File: config.mk
export PLATFORM = sky130hd
export DESIGN_NAME = emu_stop_ctrl
export DESIGN_NICKNAME = d
export VERILOG_FILES = /design/src/rtl/emu_stop_ctrl.sv
export SDC_FILE = /design/constraint.sdc
export NUM_CORES = 1
export LEC_CHECK = 0
export CAP_MARGIN = 20
export CORE_ASPECT_RATIO = 1.4
export CORE_MARGIN = 2
export CORE_UTILIZATION = 45
export CTS_CLUSTER_DIAMETER = 80
export CTS_CLUSTER_SIZE = 30
export DETAILED_ROUTE_END_ITERATION = 8
export DONT_BUFFER_PORTS = 1
export GPL_TIMING_DRIVEN = 0
export SLEW_MARGIN = 20
export SYNTH_ARGS = -nofsm -noshare
export SYNTH_HDL_FRONTEND = slang
export SYNTH_SLANG_ARGS = --single-unit
File: constraint.sdc
create_clock -name clk -period 2.2 [get_ports clk]
set_input_delay 0.11 -clock clk [delete_from_list [all_inputs] [get_ports clk]]
set_output_delay 0.11 -clock clk [all_outputs]
set_load 0.02 [all_outputs]
File: src/rtl/emu_stop_ctrl.sv
// Failure/stop sequencer: captures the first unmasked failing source with a
// timestamp, waits out a drain window, then runs a stop_req/stop_ack handshake.
module emu_stop_ctrl #(
  parameter  int NSRC      = 4,
  parameter  int TS_W      = 32,
  parameter  int DRAIN_CYC = 8,
  localparam int ID_W      = (NSRC > 1) ? $clog2(NSRC) : 1
) (
  input  logic            clk,
  input  logic            rst,
  input  logic            enable,
  input  logic [NSRC-1:0] src_fail,
  input  logic [NSRC-1:0] src_mask,
  input  logic            clear,
  input  logic            stop_ack,
  output logic            stop_req,
  output logic            failure,
  output logic [ID_W-1:0] fail_id,
  output logic            fail_multi,
  output logic [TS_W-1:0] fail_time,
  output logic [1:0]      state
);

  localparam int DC_W = (DRAIN_CYC > 0) ? $clog2(DRAIN_CYC + 1) : 1;

  typedef enum logic [1:0] {
    S_IDLE   = 2'd0,
    S_DRAIN  = 2'd1,
    S_STOP   = 2'd2,
    S_HALTED = 2'd3
  } state_t;

  state_t          state_q, state_d;
  logic            stop_req_q, stop_req_d;
  logic            failure_q, failure_d;
  logic [ID_W-1:0] fail_id_q, fail_id_d;
  logic            fail_multi_q, fail_multi_d;
  logic [TS_W-1:0] fail_time_q, fail_time_d;
  logic [TS_W-1:0] ts_q, ts_d;
  logic [DC_W-1:0] drain_q, drain_d;

  logic [NSRC-1:0] act;
  logic            act_any;
  logic            act_multi;
  logic [ID_W-1:0] low_id;

  assign act       = src_fail & ~src_mask;
  assign act_any   = |act;
  // clearing the lowest set bit leaves something only if two or more were set
  assign act_multi = |(act & (act - NSRC'(1)));

  always_comb begin
    low_id = '0;
    for (int i = NSRC - 1; i >= 0; i--) begin
      if (act[i]) low_id = ID_W'(i);
    end
  end

  always_comb begin
    state_d      = state_q;
    stop_req_d   = stop_req_q;
    failure_d    = failure_q;
    fail_id_d    = fail_id_q;
    fail_multi_d = fail_multi_q;
    fail_time_d  = fail_time_q;
    drain_d      = drain_q;
    ts_d         = ts_q + TS_W'(1);

    case (state_q)
      S_IDLE: begin
        if (enable && act_any) begin
          failure_d    = 1'b1;
          fail_id_d    = low_id;
          fail_time_d  = ts_q;
          fail_multi_d = act_multi;
          if (DRAIN_CYC > 0) begin
            state_d = S_DRAIN;
            drain_d = DC_W'(DRAIN_CYC);
          end else begin
            state_d    = S_STOP;
            stop_req_d = 1'b1;
          end
        end
      end
      S_DRAIN: begin
        if (act_any) fail_multi_d = 1'b1;
        if (drain_q <= DC_W'(1)) begin
          drain_d    = '0;
          state_d    = S_STOP;
          stop_req_d = 1'b1;
        end else begin
          drain_d = drain_q - DC_W'(1);
        end
      end
      S_STOP: begin
        if (act_any) fail_multi_d = 1'b1;
        stop_req_d = 1'b1;
        if (stop_ack) begin
          stop_req_d = 1'b0;
          state_d    = S_HALTED;
        end
      end
      S_HALTED: begin
        stop_req_d = 1'b0;
        if (act_any) fail_multi_d = 1'b1;
        // fail_id/fail_time stay visible until the next capture overwrites them
        if (clear) begin
          state_d      = S_IDLE;
          failure_d    = 1'b0;
          fail_multi_d = 1'b0;
        end
      end
      default: begin
        state_d    = S_IDLE;
        stop_req_d = 1'b0;
      end
    endcase
  end

  always_ff @(posedge clk or posedge rst) begin
    if (rst) begin
      state_q      <= S_IDLE;
      stop_req_q   <= 1'b0;
      failure_q    <= 1'b0;
      fail_id_q    <= '0;
      fail_multi_q <= 1'b0;
      fail_time_q  <= '0;
      ts_q         <= '0;
      drain_q      <= '0;
    end else begin
      state_q      <= state_d;
      stop_req_q   <= stop_req_d;
      failure_q    <= failure_d;
      fail_id_q    <= fail_id_d;
      fail_multi_q <= fail_multi_d;
      fail_time_q  <= fail_time_d;
      ts_q         <= ts_d;
      drain_q      <= drain_d;
    end
  end

  assign stop_req   = stop_req_q;
  assign failure    = failure_q;
  assign fail_id    = fail_id_q;
  assign fail_multi = fail_multi_q;
  assign fail_time  = fail_time_q;
  assign state      = state_q;

endmodule

Word level (Yosys, flattened, before mapping) --
Index checks and enable logic that the tools add are counted.
Word-level totals: register bits after elaboration 75, input port bits 13, output and inout bits 39, word-level logic and storage cells 57
Cells by class: $add $sub $neg 3, $lt $le $gt $ge 1, eq/ne operators 7, muxes and demuxes 22, bitwise logic cells 4, reduce and logical (&&, ||, !) cells 12
Operators by type and width (number):
- $add A32 B1 Y32 const B | 1
- $mux W2 | 8
- $and A4 B4 Y4 | 2
- $mux W4 | 2
- $ne A2 B2 Y1 const B | 4
- $pmux W2 S4 | 1
- $pmux W4 S2 | 1
- $reduce_or A4 Y1 | 2
- $sub A4 B1 Y4 const B | 2
- $mux W1 | 7
- $pmux W1 S3 | 2
- $reduce_and A2 Y1 | 3
- $eq A2 B2 Y1 const B | 2
- $le A4 B1 Y1 const B | 1
- $not A4 Y4 | 1
- $reduce_and A4 Y1 | 1
- $reduce_bool A2 Y1 | 2
- $reduce_and A3 Y1 | 1
- $eq A2 B1 Y1 const B | 1
- $logic_not A2 Y1 | 1
- $pmux W1 S2 | 1
- $reduce_or A2 Y1 | 1
- $logic_and A1 B1 Y1 | 1
- $not A1 Y1 | 1

Longest topological paths before layout --
depth after elaboration 7, depth in mapped cells 7, gate-level depth less buffers 6

Worst setup path before layout --
No wires, ideal clock.
kind reg-to-reg, start point reg state_q[0], in the netlist state[0], end point reg fail_time_q[17], in the netlist fail_time[17], setup time 0.125 ns, arrival 1.892 ns, data required time 2.075 ns, setup slack 0.184 ns, stages on the path, launching flop included 7, path buffers 1, clock period less this slack 2.016 ns, cell sequence dfrtp_1 -> inv_1 -> ha_1 -> nand2_1 -> a41oi_2 -> buf_2 -> mux2_2
On the way: longest elaborated chain between the ends 2
Ends and longest elaborated chain:
- start, declared | RTL line 33 | state_t state_q, state_d;
- start signal, assigned | RTL line 131 | state_q <= state_d;
- $logic_not A2 Y1 | RTL line 69 | case (state_q)
- $reduce_and A2 Y1 (no line)
- end signal, assigned | RTL line 136 | fail_time_q <= fail_time_d;
- end, declared | RTL line 38 | logic [TS_W-1:0] fail_time_q, fail_time_d;
No other way between the ends. A chain may end at the register's enable or synchronous reset.

Worst setup path after layout --
start point reg state_q[1], in the netlist state[1], end point reg fail_time_q[14], in the netlist fail_time[14]
The elaborated chain is that of the path after synthesis.

==> impl_metrics.ini <==
[outcome]
status = complete, no violations

[finish]
layout.cells.non_filler = 391
mostFrequentLayoutCell = dfrtp_1
fillers = 695
layout-drive-gt1-share_pct = 21.8
insertedDiodeCount = 0
fin_nets = 310
layout-area-overhead-vs-synth_pct = 11.9
layout_common_cells = dfrtp_1, mux2_2, xnor2_1, nand3_1, nand2_1

[clock_tree]
worst_skew_pair.late_latency_ns = 0.34
cts.reportedPaths.clkPinSlew_ns = 0.08
tritoncts = yes
h-tree-depth = 3
cts_inserted_buffers = 9
tritoncts_num_sinks = 75
clock_tree_root_driver_cell = clkbuf_8
clockBufferDepth = 2

[place]
routabilityCongestion = 0.753
dp_slack_ns = -0.276
numPortBuffers = 0
dp.cells = 371
place_hpwl_mm = 4.41

[synthesis]
synth_area_per_cell_sq_um = 12.4
ys_types = 41
async_flop_share_pct = 100
ys_top_cells_by_area = dfrtp_1, mux2_2, xnor2_1
synth.yosys.seq_area_share_pct = 55.6
synthDominantAreaCellType = dfrtp_1
ys_warn_count = 0
post_synth_inst_count = 273
ys_dominant_reg_cell = dfrtp_1
synth_edf_count = 0
mappedNetlistNets = 294
synth_seq_cells = 75
syn-cell-area_sq_um = 3380
synthDominantCellAreaShare_pct = 55.6

[die]
die-area_sq_um = 8230
initial_utilization_pct = 46.2
design.core.area_sq_um = 7310
fp.dieW_um = 77.2
io_pins = 52
die_y_um = 107
num_rows = 37

[sta]
finalClockSkew_ns = 0.0133
relSlewSlack_pct = 39.7
whs_ns = 0.0780
layout_min_cycle_time_ns = 2.11
rsz_0062_raised_after_global_routing = yes
final_hold_viol_count = 0
period_share_pct = 95.8
finalMaxSlewViolations = 0
worstMarginPinSlew_ns = 0.896
final.setup.worst_slack_ns = 0.0921
final-setup-viol-count = 0
finalSetupTns_ns = 0
max_freq_mhz = 474

[power]
irDropWorstVdd_uv = 473
p_total_mw = 3.51
power-per-cell-area_nw_per_um2 = 930
static-leakage-power_nw = 1.74

[critical_path]
r2r_cells = 6
rr_endpoint = fail_time[14]
worstSetupEndpointType = register
required_ns = 2.42
regToRegStartpoint = state[1]
cp_max_fo = 10
setup.reg_to_reg.worst_slack_ns = 0.09
setup.worst_path.start_class = register
class_of_the_most_critical_setup_path = reg2reg
worstPathArrival_ns = 2.33

[grt]
wire_length_of_the_first_global_routing_pass_mm = 10.8
first_global_vias = 2212
antenna_found_initial = 0
globalRouteOverflowTotal = 0
grt_max_degree = 59
globalRouteTotalUtil_pct = 16.6

[drt]
vias_per_cell = 5.40
wl_mm = 6.27
drt_pre_antenna_iters = 4
drt_drc_violations_left = 0
avgRoutedWirePerCell_um = 16.0
route.antenna.remaining_nets = 0
drt_iter0_drc = 55
via_count = 2111

[min_path]
hold_start = enable
worst_hold_path.endpoint = fail_id[1]
hold_path_class = in2reg
min_path_cells = 3

[job]
cap_violations = 0
power breakdown:
part | switching (mW) | total (mW) | internal [mW]
Clock | 0.509 | 0.947 | 0.438
Sequential | 0.280 | 1.81 | 1.53
Combinational | 0.390 | 0.757 | 0.368
Total | 1.18 | 3.51 | 2.34
layout make-up:
cell class / count / area (sq um) / share of cell area, %
Tap cell: 97 / 121 / 3.21
Timing Repair Buffer: 5 / 65.1 / 1.72
Sequential cell: 75 / 1880 / 49.7
Clock inverter: 6 / 41.3 / 1.09
Multi-Input combinational cell: 181 / 1460 / 38.5
Clock buffer: 10 / 138 / 3.64
Buffer: 4 / 27.5 / 0.728
Inverter: 13 / 51.3 / 1.36
worst max-delay path by stage:
stage | startpoint | endpoint | cells after the start
after detailed placement | state[0] | fail_time[10] | 6
after CTS | state[1] | fail_time[14] | 6
after floorplan | rst | drain_q[0] | 1
after global placement | rst | fail_time[21] | 1
final | state[1] | fail_time[14] | 6
after global routing | state[1] | fail_time[17] | 6
worst max-delay path, stage by stage, from the launching register on:
cell and delay, ns:
dfrtp_1 0.50, inv_1 0.15, ha_2 0.25, nand2_1 0.13
a41oi_4 0.34, buf_4 0.27, mux2_2 0.35
state kept, by name, summed over array words and instances, names as in the netlist:
name	count
fail_time	32
drain_q	4
ts_q	32
failure	1
state	2
fail_multi	1
fail_id	2
stop_req	1
cells by family (layout without fill, tap and decap cells):
kind of cell	after synthesis	after routing	share of synthesized area, %
AOI/OAI and AO/OA	25	25	5.45
xor gates and xnor gates	30	30	7.78
adders and majority gates	9	9	3.26
buffers and inverters	17	38	2.04
DFF	75	75	55.6
muxes	36	36	12.0
and+or+nand+nor	81	81	14.0
synth_stat cells, types with 7 or more instances:
library cell  count
a21oi_1           8
dfrtp_1          75
ha_1              8
inv_1            13
mux2_2           30
nand2_1          13
nand3_1          17
nor2_1           10
nor2b_1           7
xnor2_1          19
xor2_1           11
through the flow:
step	util (%)	cell area, sq um
final	51.7	3780
after global routing	51.7	3780
after CTS	51.5	3770
after detailed placement	48.3	3530
after global placement	47.8	3500
after floorplan	-	3380
routing by layer:
layer  part of all wire (%)  vias to the layer above  global-route usage (%)  routed length [um]
met3                    5.1                        6                    3.99                 318
met2                     50                       44                    27.2                3120
met5                      0                        -                       0                   0
met4                    1.5                        0                    8.42                  91
li1                       -                      997                       -                   -
met1                     44                     1064                    20.5                2740
what timing repair did:
action	in CTS	in global routing
hold buffers	3	0
hold endpoints to repair	77	0
endpoints found under the setup margin	32	31
gates resized for setup	5	3
buffers inserted	1	0
Note: power is estimated with default switching activity, not from simulation.
